**src/rtl/ddr_preload_engine.sv**
```systemverilog
// ddr_preload_engine
//    After DDR calibration, copies a table of NUM_WORDS 32-bit words into
//    external memory over Avalon-MM, one DATA_W beat at a time, optionally
//    reads every beat back and compares it with the table contents.
// Ports:
//    avalon_clk, reset      : sole clock, synchronous active-high reset
//    start, cal_success     : preload request pulse, calibration done
//    tbl_addr / tbl_data    : table word lookup (tbl_data combinational)
//    amm_*                  : Avalon-MM master (single-beat bursts)
//    busy, setup_done,
//    setup_fail, err_count  : status; err_count saturates at 16'hFFFF
module ddr_preload_engine #(
   parameter int unsigned DATA_W     = 256,
   parameter int unsigned ADDR_W     = 25,
   parameter int unsigned NUM_WORDS  = 28,
   parameter int unsigned BASE_ADDR  = 0,
   parameter int unsigned VERIFY     = 0,
   parameter int unsigned RD_TIMEOUT = 255
) (
   input  logic                  avalon_clk,
   input  logic                  reset,
   input  logic                  start,
   input  logic                  cal_success,
   output logic [9:0]            tbl_addr,
   input  logic [31:0]           tbl_data,
   output logic [ADDR_W-1:0]     amm_addr,
   output logic [DATA_W-1:0]     amm_writedata,
   output logic                  amm_write,
   output logic                  amm_read,
   output logic [DATA_W/8-1:0]   amm_byteenable,
   output logic [6:0]            amm_burstcount,
   input  logic                  amm_ready,
   input  logic [DATA_W-1:0]     amm_readdata,
   input  logic                  amm_readdatavalid,
   output logic                  busy,
   output logic                  setup_done,
   output logic                  setup_fail,
   output logic [15:0]           err_count
);

   localparam int unsigned WPB       = DATA_W / 32;
   localparam int unsigned NUM_BEATS = (NUM_WORDS + WPB - 1) / WPB;
   localparam int unsigned BEAT_W    = 11;
   localparam int unsigned K_W       = 5;

   typedef enum logic [3:0] {
      S_IDLE, S_WAIT_CAL, S_FILL, S_WRITE, S_RD_FILL,
      S_RD_REQ, S_RD_WAIT, S_DONE, S_FAIL
   } state_t;

   state_t              state_q, state_d;
   logic [BEAT_W-1:0]   beat_q, beat_d;
   logic [K_W-1:0]      k_q, k_d;
   logic [DATA_W-1:0]   data_q, data_d;
   logic [15:0]         err_q, err_d;
   logic [31:0]         tmo_q, tmo_d;
   logic [7:0]          stray_q, stray_d;
   logic                done_q, done_d;
   logic                fail_q, fail_d;

   logic [31:0]         word_idx;
   logic [31:0]         word_in;
   logic                last_beat;
   logic                k_last;
   logic                idle_like;
   logic                valid_free;
   logic                resp;
   logic [15:0]         err_sat;

   always_comb begin
      word_idx   = 32'(beat_q) * 32'(WPB) + 32'(k_q);
      word_in    = (word_idx < 32'(NUM_WORDS)) ? tbl_data : '0;
      last_beat  = (beat_q == BEAT_W'(NUM_BEATS - 1));
      k_last     = (k_q == K_W'(WPB - 1));
      idle_like  = (state_q == S_IDLE) || (state_q == S_DONE) || (state_q == S_FAIL);
      // Responses owed to timed-out reads are swallowed so they are never
      // mistaken for the reply to a later beat.
      valid_free = amm_readdatavalid && (stray_q == '0);
      err_sat    = (err_q == '1) ? err_q : err_q + 16'd1;
   end

   always_comb begin
      state_d = state_q;
      beat_d  = beat_q;
      k_d     = k_q;
      data_d  = data_q;
      err_d   = err_q;
      tmo_d   = tmo_q;
      stray_d = stray_q;
      done_d  = done_q;
      fail_d  = fail_q;
      resp    = 1'b0;

      if (amm_readdatavalid && (stray_q != '0)) begin
         stray_d = stray_q - 8'd1;
      end

      unique case (state_q)
         S_IDLE, S_DONE, S_FAIL: begin
            if (start) begin
               done_d  = 1'b0;
               fail_d  = 1'b0;
               err_d   = '0;
               beat_d  = '0;
               k_d     = '0;
               state_d = cal_success ? S_FILL : S_WAIT_CAL;
            end
         end
         S_WAIT_CAL: begin
            if (cal_success) state_d = S_FILL;
         end
         S_FILL, S_RD_FILL: begin
            data_d[32*k_q +: 32] = word_in;
            if (k_last) begin
               k_d     = '0;
               state_d = (state_q == S_FILL) ? S_WRITE : S_RD_REQ;
            end else begin
               k_d = k_q + K_W'(1);
            end
         end
         S_WRITE: begin
            if (amm_ready) begin
               if (!last_beat) begin
                  beat_d  = beat_q + BEAT_W'(1);
                  state_d = S_FILL;
               end else if (VERIFY != 0) begin
                  beat_d  = '0;
                  state_d = S_RD_FILL;
               end else begin
                  done_d  = 1'b1;
                  state_d = S_DONE;
               end
            end
         end
         S_RD_REQ: begin
            if (amm_ready) begin
               tmo_d   = '0;
               state_d = S_RD_WAIT;
            end
         end
         S_RD_WAIT: begin
            if (valid_free) begin
               resp = 1'b1;
               if (amm_readdata != data_q) err_d = err_sat;
            end else if (tmo_q == 32'(RD_TIMEOUT - 1)) begin
               resp  = 1'b1;
               err_d = err_sat;
               if (stray_d != '1) stray_d = stray_d + 8'd1;
            end else begin
               tmo_d = tmo_q + 32'd1;
            end
            if (resp) begin
               if (last_beat) begin
                  if (err_d == '0) begin
                     done_d  = 1'b1;
                     state_d = S_DONE;
                  end else begin
                     fail_d  = 1'b1;
                     state_d = S_FAIL;
                  end
               end else begin
                  beat_d  = beat_q + BEAT_W'(1);
                  state_d = S_RD_FILL;
               end
            end
         end
         default: state_d = S_IDLE;
      endcase
   end

   always_ff @(posedge avalon_clk) begin
      if (reset) begin
         state_q <= S_IDLE;
         beat_q  <= '0;
         k_q     <= '0;
         data_q  <= '0;
         err_q   <= '0;
         tmo_q   <= '0;
         stray_q <= '0;
         done_q  <= 1'b0;
         fail_q  <= 1'b0;
      end else begin
         state_q <= state_d;
         beat_q  <= beat_d;
         k_q     <= k_d;
         data_q  <= data_d;
         err_q   <= err_d;
         tmo_q   <= tmo_d;
         stray_q <= stray_d;
         done_q  <= done_d;
         fail_q  <= fail_d;
      end
   end

   always_comb begin
      if ((state_q == S_FILL) || (state_q == S_RD_FILL)) begin
         tbl_addr = (word_idx >= 32'(NUM_WORDS)) ? 10'(NUM_WORDS - 1) : word_idx[9:0];
      end else begin
         tbl_addr = '0;
      end
      amm_write = (state_q == S_WRITE);
      amm_read  = (state_q == S_RD_REQ);
      amm_addr  = (amm_write || amm_read) ? (ADDR_W'(BASE_ADDR) + ADDR_W'(beat_q)) : '0;
   end

   assign amm_writedata  = data_q;
   assign amm_byteenable = '1;
   assign amm_burstcount = 7'd1;
   assign busy           = !idle_like;
   assign setup_done     = done_q;
   assign setup_fail     = fail_q;
   assign err_count      = err_q;

endmodule

```
**config.mk**
```make
export PLATFORM = sky130hd
export DESIGN_NAME = ddr_preload_engine
export DESIGN_NICKNAME = d
export VERILOG_FILES = /design/src/rtl/ddr_preload_engine.sv
export SDC_FILE = /design/constraint.sdc
export NUM_CORES = 1
export LEC_CHECK = 0
export CAP_MARGIN = 20
export CORE_AREA = 10 10 245 247
export CTS_CLUSTER_SIZE = 8
export DETAILED_ROUTE_END_ITERATION = 10
export DIE_AREA = 0 0 255 257
export HOLD_SLACK_MARGIN = 0.06
export PLACE_DENSITY_LB_ADDON = 0.15
export SLEW_MARGIN = 0
export SYNTH_ARGS = -nofsm -noshare
export SYNTH_HDL_FRONTEND = slang
export SYNTH_SLANG_ARGS = --single-unit
```
**constraint.sdc**
```tcl
create_clock -name avalon_clk -period 3.73 [get_ports avalon_clk]
set_input_delay 0.9325 -clock avalon_clk [delete_from_list [all_inputs] [get_ports avalon_clk]]
set_output_delay 0.9325 -clock avalon_clk [all_outputs]
set_load 0.02 [all_outputs]
```
# Word-level counts from Yosys, hierarchy flattened
# Index checks and enable logic that the tools add are counted.
dict set report classes {
  add_sub_neg 8
  n_lt_le_gt_ge 2
  eq_ne 26
  shifts 2
  muxes 55
  n_reduce_logical 24
}
# op count
set op_table {}
lappend op_table {{$bwmux 256} 1}
lappend op_table {{$ne 256x256->1} 1}
lappend op_table {{$shift 32x34->256 const A} 1}
lappend op_table {{$shiftx 32x34->256} 1}
lappend op_table {{$mux 32} 4}
lappend op_table {{$mux 16} 6}
lappend op_table {{$pmux 32 s2} 1}
lappend op_table {{$mux 11} 5}
lappend op_table {{$mux 8} 5}
lappend op_table {{$neg 10->34} 1}
lappend op_table {{$pmux 11 s3} 1}
lappend op_table {{$add 32x1->32 const B} 1}
lappend op_table {{$eq 32x8->1 const B} 1}
lappend op_table {{$mux 4} 8}
lappend op_table {{$pmux 16 s2} 1}
lappend op_table {{$pmux 4 s6} 1}
lappend op_table {{$mux 10} 2}
lappend op_table {{$ne 2x2->1 const B} 9}
lappend op_table {{$add 16x1->16 const B} 1}
lappend op_table {{$eq 16x16->1 const B} 1}
lappend op_table {{$eq 4x3->1 const B} 4}
lappend op_table {{$logic_not 16->1} 1}
lappend op_table {{$add 14x5->15} 1}
lappend op_table {{$ge 15x5->1 const B} 1}
lappend op_table {{other kinds (34)} 58}
dict set report totals {
  ff_bits 334
  in_bits 294
  out_inout_bits 351
  wordCells 126
}

# Logic depth before layout (Yosys ltp)
dict set report logic_depth {
  ltp_word 10
  mapped_depth 15
  mapped_depth_nobuf 13
}

# Worst setup path after synthesis
# OpenSTA, ideal clock, no wires.
dict set report synth_path {
  path_type {reg2out}
  startpoint {register beat_q[0]}
  endpoint {output port tbl_addr[0]}
  t_arrival_ns 2.753
  required_ns 2.798
  slack_ns 0.044
  path_stages_with_launch 12
  path_buffers 2
  cell_sequence {dfxtp_1 > ha_1 > fa_1 > and3_1 > nand2_1 > nor2_1 > or4_1 > o21ai_0 > and4_1 > clkbuf_1 > clkbuf_1 > a21oi_1}
}
dict set report synth_between {
  elab_chain_len 4
}
# element line
set synth_rtl {}
lappend synth_rtl {{start, declared} 52} ;# logic [BEAT_W-1:0] beat_q, beat_d;
lappend synth_rtl {{start signal, assigned} 184} ;# beat_q <= beat_d;
lappend synth_rtl {{$add 14x5->15} 71} ;# word_idx = 32'(beat_q) * 32'(WPB) + 32'(k_q);
lappend synth_rtl {{$ge 15x5->1} 197} ;# tbl_addr = (word_idx >= 32'(NUM_WORDS)) ? 10'(NUM_WORDS - 1) : word_idx[9:0];
lappend synth_rtl {{$mux 10} 197}
lappend synth_rtl {{$mux 10} 196} ;# if ((state_q == S_FILL) || (state_q == S_RD_FILL)) begin
lappend synth_rtl {{end, declared} 24} ;# output logic [9:0] tbl_addr,
# Every way passes these cells.

# Worst setup path in the final report
# Ends and elaborated chain as after synthesis.

==> metrics.md <==
| Metric | Value |
|---|---|
| Async set-reset flop share out of synthesis | 0% |
| First-pass GRT wire length | 143 mm |
| Clk root buf | clkbuf_16 |
| RePlAce Congestion | around 0.96 |
| Final instance area | approximately 27,000 um^2 |
| Total gr overflow | 0 |
| Via count | 20,000 |
| Mapped cell area | approximately 18,000 um^2 |
| Area after DPL | between 20,000 and 30,000 um^2 |
| Crit start category | flop |
| Clock sinks | between 300 and 400 |
| Cts bufs inserted | 48 |
| Synth warnings | 0 |
| Post-DR vias/cell | 5.45 |
| Slew @ Worst Pin | between 0.9 and 1 ns |
| Fin Clk Skew | between 0.03 and 0.04 ns |
| Dpl cells | 3,602 |
| Final wirelength | 104 mm |
| Worst hold margin | between 0.4 and 0.5 ns |
| Die outline width | 255 um |
| Layout Cells excl Fill | approximately 3,700 |
| Initial Util | 32.1% |
| Synth Area per Inst | about 7.8 um^2 |
| Synthesis-stage register bit count | between 300 and 400 |
| TritonCTS clock tree | yes |
| Max Cap Violations | 0 |
| Share of cells above drive strength 1 | a little over an eighth |
| Chip height | 257 um |
| Hold Crit Class | reg2reg |
| Seq/Total Area, Yosys | 37.9% |
| Hpwl dp | 80.2 mm |
| Worst-Skew Late Latency | 0.60 ns |
| Syn Inst Count | roughly 2,300 |
| Antenna viol nets, final | 0 |
| DRC viols | 0 |
| Max Slew Vio Count | 0 |
| Largest net degree at the start of global routing | roughly 190 |
| Number of synthesized flops with an enable pin | 0 |
| Setup violations, final | 6 |
| Die Area | about 66,000 um^2 |
| Peak supply drop | ~330 uV |
| # rows | 86 |
| Vias in the first global route | around 19,000 |
| Final hold violation count | 0 |
| Yosys cell types | just under 70 |
| Main flop type after synthesis | dfxtp_1 |
| Period utilization | 103% |
| Port Buffers | roughly 600 |
| Setup slack after layout | -0.109 ns |
| Status | finished with violations |
| Highest Clock Rate | 0.261 GHz |
| H-Tree Depth | 2 |
| Crit Path Class | reg2out |
| Final min period | roughly 3.8 ns |
| Failing checks | negative setup slack |
| P_leak | between 9 and 10 nW |
| Critical path peak fanout | 4 |
| Initial DRC count | about 1,800 |
| Ports | around 650 |
| Area Growth Syn to Fin | 54.3% |
| Gr usage total | between 30% and 40% |
| Crit path capture type | primary output |
| Core area | approximately 55,000 um^2 |
| Initial DRT Pass Iterations | 5 |
| Slew Limit Headroom | between 30% and 40% |
| Drt wl/cell | roughly 28 um |
| Initial antenna violation count | 8 |
| Clock Tree Buf Depth | 3 |
| NumNets Final | 3,256 |
| RSZ-0062 raised after global routing | true |
| Clock-pin slew on the worst setup and hold paths | ~0.050 ns |
| Final core utilization | 49.6% |
| Worst path required time | 2.80 ns |
| Dpl ws | -1.20 ns |
| PD cells | between 400 and 500 nW/um^2 |
| CP arrival | 2.91 ns |
| Hold buffers post-CTS | 0 |
worst max-delay path: stages, from the launching register on:
cell and delay, ns:
dfxtp_2 0.33, ha_4 0.16, fa_2 0.37, and3_4 0.22, buf_6 0.13, nor2_4 0.08, o21ai_2 0.07, o31ai_2 0.33
and4_4 0.31, buf_6 0.12, a21oi_4 0.05, buf_6 0.15
placed cells by master, fill, tap and decap left out, types with 5 or more instances in the layout:
| cell type | netlist | final |
|---|---|---|
| diode_2 | 0 | 7 |
| xnor2_2 | 1 | 24 |
| clkdlybuf4s50_1 | 0 | 546 |
| buf_6 | 0 | 8 |
| a21oi_1 | 300 | 297 |
| clkbuf_16 | 0 | 49 |
| nor2b_1 | 13 | 13 |
| nor2_4 | 0 | 9 |
| or3_1 | 9 | 9 |
| o21ai_0 | 31 | 29 |
| conb_1 | 2 | 58 |
| nand2b_1 | 7 | 6 |
| buf_12 | 0 | 9 |
| and2_1 | 13 | 12 |
| nand4_1 | 98 | 98 |
| buf_4 | 58 | 217 |
| nand2_2 | 0 | 6 |
| a311oi_1 | 6 | 6 |
| nor3_1 | 21 | 18 |
| or2_2 | 5 | 5 |
| dfxtp_1 | 334 | 330 |
| dlymetal6s2s_1 | 0 | 24 |
| nor2_1 | 90 | 81 |
| nand3_1 | 290 | 288 |
| nor4_2 | 3 | 10 |
| a31oi_1 | 7 | 6 |
| and3_1 | 24 | 20 |
| and4_1 | 8 | 6 |
| nor4_1 | 30 | 20 |
| dlygate4sd2_1 | 0 | 6 |
| xnor2_1 | 251 | 228 |
| nand3b_1 | 6 | 6 |
| inv_1 | 22 | 22 |
| ha_1 | 11 | 10 |
| nand2_1 | 323 | 316 |
| xor2_1 | 58 | 58 |
layer usage:
metal | vias up | global-route usage [%] | routed length, um
li1 | 9054 | - | -
met1 | 9684 | 35.4 | 39300
met2 | 1067 | 50.9 | 49700
met3 | 169 | 7.01 | 9660
met4 | 2 | 13.6 | 5070
met5 | - | 0 | 13
state kept, by name, indices dropped and copies added, names as in the netlist:
signal	count
beat_q	11
stray_q	8
k_q	5
setup_done	1
tmo_q	32
err_count	16
amm_writedata	256
state_q	4
setup_fail	1
power breakdown:
group | internal (mW) | leakage, nW | switching, mW
clock | 2.31 | 0.623 | 1.65
combinational | 1.46 | 6.14 | 2.11
sequential | 3.72 | 2.69 | 0.191
total | 7.50 | 9.45 | 3.96
area by class of cell:
cell class / count / area [um^2]
clock inverters: 2 / 28.8
clock buffers: 53 / 1240
diodes: 7 / 17.5
flip-flops and latches: 334 / 6690
fillers: 5282 / 27700
multi-input cells: 1728 / 10500
inverters: 23 / 86.3
well taps: 704 / 881
repair buffers: 815 / 7760
synth_stat cells (6+ instances only):
| cell | number | area share (%) |
|---|---|---|
| nor2b_1 | 13 | 0.46 |
| nand2_1 | 323 | 6.9 |
| clkbuf_1 | 139 | 3.0 |
| nor3_1 | 21 | 0.60 |
| buf_1 | 24 | 0.51 |
| a311oi_1 | 6 | 0.30 |
| nand4_1 | 98 | 3.5 |
| o21ai_0 | 31 | 0.88 |
| nor4_1 | 30 | 1.1 |
| and2_1 | 13 | 0.46 |
| a21oi_1 | 300 | 8.5 |
| nand2b_1 | 7 | 0.25 |
| ha_1 | 11 | 0.78 |
| nand3b_1 | 6 | 0.26 |
| inv_1 | 22 | 0.47 |
| or3_1 | 9 | 0.32 |
| nand3_1 | 290 | 8.2 |
| a31oi_1 | 7 | 0.25 |
| nor2_1 | 90 | 1.9 |
| xor2_1 | 58 | 2.9 |
| dfxtp_1 | 334 | 38 |
| xnor2_1 | 251 | 12 |
| and4_1 | 8 | 0.40 |
| and3_1 | 24 | 0.85 |
| buf_4 | 58 | 2.5 |
path summary, 6_finish.rpt:
check / from / to / slack, ns / depth (start not counted)
hold reg to reg: amm_writedata[16] / amm_writedata[16] / 0.48 / 2
setup / recovery: beat_q[0] / tbl_addr[0] / -0.11 / 11
setup reg to reg: beat_q[0] / amm_writedata[183] / -0.01 / 14
hold / removal: amm_writedata[16] / amm_writedata[16] / 0.48 / 2
cells by family (layout without fill, tap and decap cells):
logic type      count (synthesis)  in the layout  synth area share, %
simple gates                  960            960                 26.7
fa+ha+maj                      12             12                0.894
flops                         334            334                 37.9
buf+inv                       247            893                 6.51
xor+xnor                      310            310                 15.4
compound gates                382            382                 12.1
mux                             6              6                0.348
other cells                     2             65               0.0426
timing repair:
action / CTS / global route
setup endpoints to repair: 89 / 111
buffers inserted: 3 / 1
gates cloned: 0 / 0
pin swaps: 33 / 53
resized for setup: 76 / 72
per-stage QoR:
step,power [mW],TNS (ns)
finish,11.5,-0.403
CTS,11.4,-0.684
floorplan,5.74,0
detailed placement,7.47,-20.69
global placement,7.43,-21.18
global route,11.8,-1.10
(Power assumes the default switching activity.)
